File: config.mk
export PLATFORM = sky130hd
export DESIGN_NAME = axi_lite_master_port
export DESIGN_NICKNAME = d
export VERILOG_FILES = /design/src/rtl/axi_lite_master_port.sv
export SDC_FILE = /design/constraint.sdc
export NUM_CORES = 1
export LEC_CHECK = 0
export CAP_MARGIN = 20
export CORE_MARGIN = 2
export CORE_UTILIZATION = 40
export DETAILED_ROUTE_END_ITERATION = 10
export PLACE_DENSITY = 0.86
export REMOVE_ABC_BUFFERS = 1
export SLEW_MARGIN = 20
export SYNTH_ARGS = -nofsm -noshare
export SYNTH_HDL_FRONTEND = slang
export SYNTH_SLANG_ARGS = --single-unit
File: constraint.sdc
create_clock -name CLK -period 3.8 [get_ports CLK]
set_clock_uncertainty 0.2 [all_clocks]
set_input_delay 0.76 -clock CLK [delete_from_list [all_inputs] [get_ports CLK]]
set_output_delay 0.76 -clock CLK [all_outputs]
set_load 0.005 [all_outputs]
File: src/rtl/axi_lite_master_port.sv
// axi_lite_master_port: single-outstanding CPU load/store to AXI4-Lite initiator.
// Define AXI_MASTER_TIMEOUT_EN to build the TIMEOUT_CYCLES watchdog.
module axi_lite_master_port #(
    parameter int ADDR_WIDTH     = 32,
    parameter int DATA_WIDTH     = 32,
    parameter int TIMEOUT_CYCLES = 256
) (
    input  logic                    CLK,
    input  logic                    RST,
    input  logic                    req_valid,
    output logic                    req_ready,
    input  logic                    req_we,
    input  logic [ADDR_WIDTH-1:0]   req_addr,
    input  logic [DATA_WIDTH-1:0]   req_wdata,
    input  logic [DATA_WIDTH/8-1:0] req_wstrb,
    output logic                    resp_valid,
    output logic [DATA_WIDTH-1:0]   resp_rdata,
    output logic                    resp_err,
    output logic                    M_AXI_AWVALID,
    input  logic                    M_AXI_AWREADY,
    output logic [ADDR_WIDTH-1:0]   M_AXI_AWADDR,
    output logic [2:0]              M_AXI_AWPROT,
    output logic                    M_AXI_WVALID,
    input  logic                    M_AXI_WREADY,
    output logic [DATA_WIDTH-1:0]   M_AXI_WDATA,
    output logic [DATA_WIDTH/8-1:0] M_AXI_WSTRB,
    input  logic                    M_AXI_BVALID,
    output logic                    M_AXI_BREADY,
    input  logic [1:0]              M_AXI_BRESP,
    output logic                    M_AXI_ARVALID,
    input  logic                    M_AXI_ARREADY,
    output logic [ADDR_WIDTH-1:0]   M_AXI_ARADDR,
    output logic [2:0]              M_AXI_ARPROT,
    input  logic                    M_AXI_RVALID,
    output logic                    M_AXI_RREADY,
    input  logic [DATA_WIDTH-1:0]   M_AXI_RDATA,
    input  logic [1:0]              M_AXI_RRESP
);
    typedef enum logic [2:0] {IDLE, RD_ADDR, RD_DATA, WR_REQ, WR_RESP, DONE} state_t;
    state_t state, state_d;
    logic [ADDR_WIDTH-1:0]   addr_q;
    logic [DATA_WIDTH-1:0]   wdata_q;
    logic [DATA_WIDTH/8-1:0] wstrb_q;
    logic aw_done, w_done, timeout, unused_resp_lsb;
    assign unused_resp_lsb = M_AXI_RRESP[0] ^ M_AXI_BRESP[0];
    assign req_ready     = state == IDLE && !RST;
    assign resp_valid    = state == DONE;
    assign M_AXI_ARVALID = state == RD_ADDR;
    assign M_AXI_RREADY  = state == RD_DATA;
    assign M_AXI_AWVALID = state == WR_REQ && !aw_done;
    assign M_AXI_WVALID  = state == WR_REQ && !w_done;
    assign M_AXI_BREADY  = state == WR_RESP;
    assign M_AXI_ARADDR  = addr_q;
    assign M_AXI_AWADDR  = addr_q;
    assign M_AXI_WDATA   = wdata_q;
    assign M_AXI_WSTRB   = wstrb_q;
    assign M_AXI_AWPROT  = 3'b000;
    assign M_AXI_ARPROT  = 3'b000;
    always_comb begin
        state_d = state;
        case (state)
            IDLE:    state_d = req_valid ? (req_we ? WR_REQ : RD_ADDR) : IDLE;
            RD_ADDR: state_d = M_AXI_ARREADY ? RD_DATA : RD_ADDR;
            RD_DATA: state_d = M_AXI_RVALID ? DONE : RD_DATA;
            WR_REQ:  state_d = ((aw_done || M_AXI_AWREADY) && (w_done || M_AXI_WREADY)) ? WR_RESP : WR_REQ;
            WR_RESP: state_d = M_AXI_BVALID ? DONE : WR_RESP;
            default: state_d = IDLE;
        endcase
        if (timeout) state_d = DONE;
    end
    always_ff @(posedge CLK) begin
        if (RST) state <= IDLE;
        else     state <= state_d;
    end
    // aw_done/w_done mark per-channel handshakes so each VALID drops independently
    always_ff @(posedge CLK) begin
        if (RST) begin
            addr_q     <= '0;
            wdata_q    <= '0;
            wstrb_q    <= '0;
            aw_done    <= 1'b0;
            w_done     <= 1'b0;
            resp_rdata <= '0;
            resp_err   <= 1'b0;
        end else begin
            if (req_valid && req_ready) begin
                addr_q  <= req_addr;
                wdata_q <= req_wdata;
                wstrb_q <= req_wstrb;
            end
            aw_done <= state == WR_REQ && (aw_done || M_AXI_AWREADY);
            w_done  <= state == WR_REQ && (w_done || M_AXI_WREADY);
            if (timeout) begin
                resp_rdata <= '0;
                resp_err   <= 1'b1;
            end else if (state == RD_DATA && M_AXI_RVALID) begin
                resp_rdata <= M_AXI_RDATA;
                resp_err   <= M_AXI_RRESP[1];
            end else if (state == WR_RESP && M_AXI_BVALID) begin
                resp_rdata <= '0;
                resp_err   <= M_AXI_BRESP[1];
            end
        end
    end
`ifdef AXI_MASTER_TIMEOUT_EN
    localparam int CW = $clog2(TIMEOUT_CYCLES + 1);
    logic [CW-1:0] cnt;
    logic busy;
    assign busy    = state inside {RD_ADDR, RD_DATA, WR_REQ, WR_RESP};
    assign timeout = busy && cnt == CW'(TIMEOUT_CYCLES - 1);
    always_ff @(posedge CLK) begin
        cnt <= (RST || !busy) ? '0 : cnt + 1'b1;
    end
`else
    logic unused_timeout;
    assign timeout        = 1'b0;
    assign unused_timeout = ^TIMEOUT_CYCLES;
`endif
endmodule

==> metrics.txt <==
status=completed; element type at the critical path start=flip-flop; Max-Cap Viols=0; register area=between 2000 and 2500 µm²; R2R depth=3; layout cells sized above 1=4.28%; Core Rows=37; CTS sink count=106; Num CTS Buffers=9; ant diodes=0; r2r endpoint=resp_err; Post-Syn Area=4220 µm²; vias in the first global route=4073; Async S/R FF share, synth=0%; worst vdd ir=0.000212 V; Crit path buffers/inverters=1; fin crit period=3070 ps; antenna violations before repair=0; DRC=0; mux cell area share after synthesis=0%; hold_buf cts=0; Syn Area/Cell=7.99 µm²; worst hold endpoint=M_AXI_WDATA[25]; Top delay family on crit path=flip-flops; Hold Path Origin=M_AXI_WDATA[25]; dpl cells=roughly 840; DP Wirelength=between 8000 and 9000 µm; GPL Wtd Cong=0.762; Worst path max stage delay=between 700 and 800 ps; WL/cell=14.7 µm; highest clock rate=325 MHz; Final Non-Filler Cells=between 800 and 900; Nets=around 830; CP max-delay cell=dfxtp_1; P&R area growth vs syn=58.5%; total gr overflow=0; GRT Total Usage=21.3%; synthesized-area fraction occupied by adder cells=0%; HP Class=reg2reg; Post-Synth XOR/XNOR Area=0%; Static Leak=0.00236 µW; multi-input logic area=~1600 µm²; DR vias=about 4.2k; Post-CTS Setup Inserts=0; pin count of the biggest net entering global routing=105; Filler cells=866; Post-synth EDFFs=0; Initial Util=41.0%; top cells by count, synth=142 x nand2_1, 106 x dfxtp_1, 101 x a21oi_1; Worst-Skew Late Latency=360 ps; Synth Area in Compound Gates=between 10% and 20%; Yosys Warn Count=0; Area contributors post-synth=dfxtp_1 50%, nand2_1 13%, a21oi_1 12%; sequential area share after synthesis=50.3%; Crit path required time=2840 ps; RSZ-0062 raised after global routing=no; Unique masters post-synth=32; Worst Setup End Kind=output pin; Gate Count Post-Synth=528; crit path cell chain=nand3b_1 > nor2_1 > clkdlybuf4s50_1; critical path class=reg2out; number of nets with antenna violations after routing=0; H-Tree Depth=3; top_reg_cell synth=dfxtp_1; top-count cell post-synth=nand2_1; Critical Path AT=roughly 2100 ps; Die Wd=107 µm; Setup violations, final=0; io pins=~260; pre-CTS setup slack=699 ps; Reg2Reg Launch Point=state[2]; Rel. slew slack=27.8%; Psw=769 µW; Root Driver=clkbuf_8; Synth area leader=dfxtp_1; internal reg-to-reg setup slack=1280 ps; final period utilization=between 80% and 90%; CTS tree=built; largest family of logic cells by synthesized area=simple AND/OR/NAND/NOR gates; Fin. Hold Viols=0; simple logic cell fraction of the synthesized area=around a quarter; Clock Power Share=25.6%; Max FO, Critical Path=16; length of the first detailed-routing pass in iterations=4; Pwr Density=414 nW/µm²; final core occ=65.0%; port bufs=250; Internal Pwr Total=2000 µW; max-slew violations=0; Sequential Power Share=approximately 47%; Iter 0 DRT Violations=180; Worst Max-Slew Pin Slew=1080 ps; Seq cells post-synth=106; Logic pwr share=between 20% and 30%; Clock Tree Buf Depth=2; Post-DP Area=6470 µm²; Hold Crit Depth=2; core box area=10300 µm²; setup ws final=725 ps; Worst-path clk slew=90 ps; post-cts sizing count=0; sw frac=27.8%; Design Area, Final=approximately 6700 µm²; Synth top area share=between 50 and 60%; die area=11400 µm²; Routed WL=12600 µm; vias per inst=4.92; die extent in y=about 110 µm; first-pass GRT wire length=19500 µm
==> routing by layer <==
layer / vias to the layer above / part of all wire, % / GRT usage [%]
met5: - / 0 / 0
met4: 0 / 2.9 / 9.46
met3: 34 / 10 / 7.60
met2: 193 / 49 / 36.5
met1: 1925 / 38 / 23.6
li1: 2076 / - / -
==> worst register-to-register path, stage by stage (launching register included) <==
cell     delay [ps]
dfxtp_1         740
or4bb_2        1040
a31o_1          350
a31oi_1         120
==> cells by family (layout without fill, tap and decap cells) <==
family / count (synthesis) / after routing
DFF: 106 / 106
and+or+nand+nor: 229 / 229
AOI/OAI and AO/OA: 110 / 110
other: 1 / 6
buffers and inverters: 82 / 273
==> power by group through the flow <==
stage	clock network, µW	logic [µW]	registers (µW)
detailed placement	0	759	1330
CTS	731	765	1300
finish	708	755	1300
global route	775	822	1320
floorplan	0	243	1330
global placement	0	741	1320
==> cell usage in the layout, fill, tap and decap left out, types with 3 or more instances in the layout <==
master,Yosys,layout
buf_4,39,7
nand2b_1,3,3
conb_1,1,6
dfxtp_1,106,106
clkdlybuf4s50_1,0,249
nor3b_1,3,3
nand2_1,142,142
nor3_1,16,16
clkbuf_8,0,11
nor2_1,20,20
nand3_1,32,32
a21oi_1,101,101
==> cell type report <==
type | count | area share (%)
clock buffer | 12 | 2.32
clock inverter | 4 | 0.749
inverter | 1 | 0.0562
multi-input combinational | 345 | 24.5
sequential | 106 | 31.8
tap | 136 | 2.55
timing repair buffer | 256 | 38.1
==> state kept, by name (all words and copies together), names as in the netlist <==
register and cells:
M_AXI_ARADDR 32, M_AXI_WDATA 32, M_AXI_WSTRB 4, aw_done 1, resp_err 1, resp_rdata 32
state 3, w_done 1
==> metrics by stage <==
step / TNS (ps) / hold WS [ps] / total power, µW
after global routing: 0 / 280 / 2910
after CTS: 0 / 259 / 2800
after global placement: 0 / 242 / 2060
final: 0 / 258 / 2760
after detailed placement: 0 / 246 / 2090
after floorplan: -3.07 / 247 / 1570
==> how the worst max path moves through the flow <==
stage	from	end	slack (ps)	cells past startpoint
after detailed placement	M_AXI_RVALID	resp_rdata[3]	700	4
final	state[0]	M_AXI_WVALID	730	3
after floorplan	M_AXI_RVALID	resp_err	-3	3
after CTS	state[0]	M_AXI_WVALID	720	3
after global placement	M_AXI_RVALID	resp_err	740	4
after global routing	state[0]	M_AXI_WVALID	590	3
Power figures use the tool's default switching activity.
